==> config.mk <==
export PLATFORM = sky130hd
export DESIGN_NAME = clock_div_multi
export DESIGN_NICKNAME = d
export VERILOG_FILES = /design/src/rtl/clock_div_pkg.sv /design/src/rtl/clock_div_chan.sv /design/src/rtl/clock_div_multi.sv
export SDC_FILE = /design/constraint.sdc
export NUM_CORES = 1
export LEC_CHECK = 0
export CORE_MARGIN = 1.5
export CORE_UTILIZATION = 54
export DETAILED_ROUTE_END_ITERATION = 12
export PLACE_DENSITY = 0.77
export SYNTH_ARGS = -nofsm -noshare
export SYNTH_HDL_FRONTEND = slang
export SYNTH_SLANG_ARGS = --single-unit
==> constraint.sdc <==
create_clock -name clk -period 3.5 [get_ports clk]
set_input_delay 0.7 -clock clk [delete_from_list [all_inputs] [get_ports clk]]
set_output_delay 0.7 -clock clk [all_outputs]
set_load 0.02 [all_outputs]
==> src/rtl/clock_div_pkg.sv <==
`default_nettype none
// ============================================================================
// Module  : clock_div_pkg
// Brief   : Shared defaults, divisor type and high-phase helper for the
//           multi-channel clock divider.
// Rev     : 1.0  initial release
// ============================================================================
package clock_div_pkg;

    localparam int CLKDIV_WIDTH_DEF = 32;
    localparam int CLKDIV_NCH_DEF   = 4;
    // Helper arithmetic width; channel widths above this are not supported.
    localparam int CLKDIV_MAXW      = 64;

    typedef logic [CLKDIV_WIDTH_DEF-1:0] div_t;

    // High-phase length in cycles: max(1, div >> 1).
    function automatic logic [CLKDIV_MAXW-1:0] high_phase(input logic [CLKDIV_MAXW-1:0] div);
        logic [CLKDIV_MAXW-1:0] half;
        half = div >> 1;
        if (half == '0) begin
            half = {{(CLKDIV_MAXW-1){1'b0}}, 1'b1};
        end
        return half;
    endfunction

endpackage : clock_div_pkg
`default_nettype wire

==> src/rtl/clock_div_chan.sv <==
`default_nettype none
// ============================================================================
// Module  : clock_div_chan
// Brief   : One divider channel: shadow divisor, period counter, registered
//           divided waveform and period-start strobe. Optional sync input
//           exists when CLKDIV_PHASE_ALIGN_EN is defined.
// Rev     : 1.0  initial release
// ============================================================================
import clock_div_pkg::*;

module clock_div_chan #(
    parameter int WIDTH = CLKDIV_WIDTH_DEF
) (
    input  logic             clk,
    input  logic             rst,
    input  logic [WIDTH-1:0] div_i,
`ifdef CLKDIV_PHASE_ALIGN_EN
    input  logic             sync,
`endif
    output logic             clk_out,
    output logic             tick
);

    logic [WIDTH-1:0] shd_q;
    logic [WIDTH-1:0] shd_d;
    logic [WIDTH-1:0] cnt_q;
    logic [WIDTH-1:0] cnt_d;
    logic             clk_out_q;
    logic             clk_out_d;
    logic             tick_q;
    logic             tick_d;

    logic [WIDTH-1:0] hp;
    logic [WIDTH-1:0] cnt_inc;
    logic             wrap;
    logic             force_wrap;
    logic             div_nz;

`ifdef CLKDIV_PHASE_ALIGN_EN
    assign force_wrap = sync;
`else
    assign force_wrap = 1'b0;
`endif

    assign hp      = WIDTH'(high_phase(CLKDIV_MAXW'(shd_q)));
    assign cnt_inc = cnt_q + WIDTH'(1);
    assign div_nz  = (div_i != '0);
    // An off channel (shd=0) wraps every cycle so a new divisor starts at once.
    assign wrap    = (shd_q == '0) || (cnt_q == (shd_q - WIDTH'(1))) || force_wrap;

    always_comb begin
        shd_d     = shd_q;
        cnt_d     = cnt_inc;
        tick_d    = 1'b0;
        clk_out_d = (cnt_inc < hp);
        if (wrap) begin
            shd_d     = div_i;
            cnt_d     = '0;
            tick_d    = div_nz;
            clk_out_d = div_nz;
        end
    end

    always_ff @(posedge clk) begin
        if (rst) begin
            shd_q     <= '0;
            cnt_q     <= '0;
            clk_out_q <= 1'b0;
            tick_q    <= 1'b0;
        end else begin
            shd_q     <= shd_d;
            cnt_q     <= cnt_d;
            clk_out_q <= clk_out_d;
            tick_q    <= tick_d;
        end
    end

    assign clk_out = clk_out_q;
    assign tick    = tick_q;

endmodule : clock_div_chan
`default_nettype wire

==> src/rtl/clock_div_multi.sv <==
`default_nettype none
// ============================================================================
// Module  : clock_div_multi
// Brief   : N_CH independent clock dividers with glitch-free runtime
//           divisors. Macro CLKDIV_PHASE_ALIGN_EN adds the sync port.
// Rev     : 1.0  initial release
// ============================================================================
import clock_div_pkg::*;

module clock_div_multi #(
    parameter int N_CH  = CLKDIV_NCH_DEF,
    parameter int WIDTH = CLKDIV_WIDTH_DEF
) (
    input  logic                  clk,
    input  logic                  rst,
    input  logic [N_CH*WIDTH-1:0] div,
`ifdef CLKDIV_PHASE_ALIGN_EN
    input  logic                  sync,
`endif
    output logic [N_CH-1:0]       clk_out,
    output logic [N_CH-1:0]       tick
);

    genvar gi;
    generate
        for (gi = 0; gi < N_CH; gi++) begin : g_ch
            clock_div_chan #(
                .WIDTH   (WIDTH)
            ) u_chan (
                .clk     (clk),
                .rst     (rst),
                .div_i   (div[gi*WIDTH +: WIDTH]),
`ifdef CLKDIV_PHASE_ALIGN_EN
                .sync    (sync),
`endif
                .clk_out (clk_out[gi]),
                .tick    (tick[gi])
            );
        end
    endgenerate

endmodule : clock_div_multi
`default_nettype wire

==> results.toml <==
[worst_setup_path]
cp_common_cell = "or4_4"
timing.critical_path.arrival_ns = 3.93
crit_path_max_incr_delay_ns = 0.49
crit_path_start = "g_ch[1].u_chan.shd_q[1]"
worst_setup_endpoint = "g_ch[1].u_chan.shd_q[23]"
r2r-start = "g_ch[1].u_chan.shd_q[1]"
path_delay_family = "simple AND/OR/NAND/NOR gates"
critPathMaxFanout = 6
cpMaxStageDelayCell = "or4_4"
setup.worst_path.class = "register to register"
timing.critical_path.depth = 13
timing.critical_path.cells = "inv_2, ha_4, or4b_4, or4_4, or4_4, a22oi_2, nand4_1, nor4b_2, buf_4, a31oi_4, buf_12, mux2i_2, nor2_1"
setup_slack_of_the_most_critical_reg_to_reg_path_ns = 0.02
worst_setup_path_start_kind = "register"
path_buf_inv = 3
crit-reg2reg-capture = "g_ch[1].u_chan.shd_q[23]"
worstSetupEndpointType = "register"
reg2regPathDepth = 13
timing.critical_path.required_ns = 3.95

[sta]
grt_setup_unrepaired = "true"
drv_slew = 0
finalSetupTns_ns = 0
finClkSkew_ns = 0.02198
layout_min_cycle_time_ns = 3.480
worst_slew_pin_slew_ns = 0.7940
worst_slew_margin_rel = 0.4658
holdWs_ns = 0.4790
layout_worst_path_cycle_share = 0.9943
timing.final.hold_violations = 0
setup_viol = 0
max_freq_ghz = 0.2874

[detailed_routing]
vias_per_cell = 5.875
detail-route-antenna-nets = 0
initialDrtViolationCount = 1144
wirelength_mm = 52.48
drtPass1Iterations = 6
number_of_remaining_drc_errors = 0
route.detailed.wl_per_inst_microns = 17.93
num_vias = 17200

[flow_run]
maxCapViolations = 0

[synthesis]
synth_seq_cells = 264
synth.net_count = 2487
most_frequent_cells_after_synthesis = "dfxtp_1, nor2_1, xnor2_1, inv_1, ha_1"
yosysWarningCount = 0
ys.flop_type = "dfxtp_1"
synth_enable_flop_cells = 0
synth.most_common_cell = "dfxtp_1"
syn_avg_cell_area_sq_um = 8.193
synth.yosys.seq_area_share = 0.2895
synth_top_cell_area_share = 0.2895
synth_cells = 2228
netlist_top_cells_area = "dfxtp_1, ha_1, xnor2_1"
synth_cell_types = 76
synth_async_sr_flop_share = 0
post_synth_top_area_cell = "dfxtp_1"
synth_area_sq_um = 18260

[floorplan]
start_util = 0.5471
coreArea_sq_um = 33360
die_height_microns = 186.9
top_level_ports = 138
fp-row-count = 67
floorplan.die.width_microns = 186.9
fp.dieArea_sq_um = 34920

[pwr]
power-per-cell-area_nw_per_um2 = 976.9
power.switching_fraction = 0.4460
pwr-share-clk = 0.156
p_int_mw = 12.12
pwr-share-comb = 0.650
power.static_leakage_nw = 9.871
vdd_ir_drop_max_uv = 767.0
share_seq_of_total_power = 0.194
p_switching_mw = 9.753
total_power_mw = 21.87

[clocking]
clock_edge_transition_at_the_registers_on_the_reported_setup_and_hold_paths_ns = 0.06
clock_insertion_delay_worst_skew_ns = 0.59
tritoncts.num_buffers = 30
tritoncts_clock_tree = "built"
max-clock-path-buffers = 3
clock_root_buffer = "clkbuf_16"
htree_levels = 1
clkSinkCount = 264

[global_routing]
grt_pass1_wl_mm = 84.48
first_global_vias = 17010
globalRouteOverflowTotal = 0
globalRouteTotalUtil = 0.2911
grt_start_max_net_pins = 55
antenna_found_initial = 0

[status]
status = "finished, final reports clean"

[layout]
layout.nets = 2716
layout.filler_cells = 2762
layout-drive-gt1-share = 0.1154
area.sequential_sq_um = 5299
multiInputGateArea_sq_um = 12260
antenna_cells_inserted = 0
area_growth_syn_to_layout_pct = 22.63

[placement]
place.gp.congestion = 0.9593
buffer_ports.inserted = 137
dpl.hpwl_mm = 40.37

[min_path]
worstHoldPathType = "register to register"
[power by group through the flow]
stage | Combinational, mW | Clock [mW] | Sequential, mW
finish | 14.2 | 3.41 | 4.23
global route | 15.3 | 3.60 | 4.30
CTS | 13.4 | 3.47 | 4.19
detailed placement | 13.3 | 0 | 4.25
global placement | 13.0 | 0 | 4.24
floorplan | 9.32 | 0 | 4.09
[metal layers]
metal / vias to the layer above / wire (microns) / share of wire / global-route usage
li1: 8367 / - / - / -
met1: 8111 / 22700 / 0.43 / 0.3707
met2: 597 / 25020 / 0.48 / 0.5067
met3: 122 / 3019 / 0.058 / 0.03433
met4: 0 / 1747 / 0.033 / 0.1048
met5: - / 0 / 0 / 0
[worst min-delay path by stage]
| stage | end | start | slack, ns | depth (start not counted) |
|---|---|---|---|---|
| after floorplan | g_ch[1].u_chan.cnt_q[0] | g_ch[1].u_chan.cnt_q[0] | 0.46 | 1 |
| after global placement | g_ch[2].u_chan.shd_q[24] | g_ch[2].u_chan.shd_q[24] | 0.52 | 2 |
| after detailed placement | g_ch[3].u_chan.cnt_q[0] | g_ch[3].u_chan.cnt_q[0] | 0.54 | 1 |
| after CTS | g_ch[3].u_chan.cnt_q[0] | g_ch[3].u_chan.cnt_q[0] | 0.56 | 1 |
| after global routing | g_ch[3].u_chan.cnt_q[0] | g_ch[3].u_chan.cnt_q[0] | 0.49 | 1 |
| final | g_ch[3].u_chan.cnt_q[0] | g_ch[3].u_chan.cnt_q[0] | 0.48 | 1 |
[cells by family (layout without fill, tap and decap cells)]
family	Yosys count	in the layout	share of synthesized area
AO/OA/AOI/OAI	259	259	0.09644
XOR/XNOR	278	278	0.1334
adder cells (fa/ha/maj)	129	129	0.08842
buffers and inverters	242	493	0.05291
flip-flops	264	264	0.2895
multiplexers	121	121	0.06635
AND/OR/NAND/NOR	935	935	0.2730
[metrics by stage]
| stage | instance area, sq um | util | setup WS, ns | instances |
|---|---|---|---|---|
| 6_report | 22390 | 0.6710 | 0.01995 | 2927 |
| 3_3_place_gp | 20970 | 0.6286 | 0.04061 | 2864 |
| 4_1_cts | 22050 | 0.6610 | 0.01209 | 2918 |
| 3_5_place_dp | 20970 | 0.6286 | -0.04675 | 2864 |
| 5_1_grt | 22390 | 0.6710 | -0.1054 | 2927 |
| 2_1_floorplan | 18260 | - | 0.08332 | 2228 |
[registers in the layout, indices dropped and copies added, names as in the netlist]
register and flops:
g_ch.u_chan.clk_out 4, g_ch.u_chan.cnt_q 128, g_ch.u_chan.shd_q 128, g_ch.u_chan.tick 4
[cells in the final DEF (no fill, tap or decap), drive strengths merged, types with 7 or more instances in the layout]
cell / synthesis / final
o21ai: 49 / 49
o21a: 8 / 8
or3: 19 / 19
xnor2: 162 / 162
ha: 129 / 129
nor3: 66 / 66
o211ai: 8 / 8
nand4: 77 / 77
clkbuf: 71 / 41
clkdlybuf4s50: 0 / 136
and4: 19 / 19
xor2: 116 / 116
nor2b: 79 / 79
a31oi: 18 / 18
a41oi: 7 / 7
a21o: 30 / 30
nand3: 81 / 81
nand2b: 11 / 11
a22o: 7 / 7
inv: 143 / 143
buf: 28 / 158
a211oi: 14 / 14
and3: 73 / 73
or4: 22 / 22
mux2i: 121 / 121
and2: 36 / 36
nand2: 105 / 105
dfxtp: 264 / 264
clkinv: 0 / 8
nor2: 231 / 231
a21oi: 51 / 51
nor4: 80 / 80
[cell type report]
class / instances / area share
multi-input combinational: 1722 / 0.5476
sequential: 264 / 0.2367
timing repair buffer: 296 / 0.1190
clock buffer: 39 / 0.03823
tap: 448 / 0.02504
inverter: 143 / 0.02398
clock inverter: 15 / 0.009501
[timing repair]
item,in CTS,in global routing
setup buffers,0,7
endpoints found under the setup margin,6,183
cloned,0,2
hold buffers,0,0
pin swaps,1,10
gates resized for setup,3,63
(Power assumes the default switching activity.)
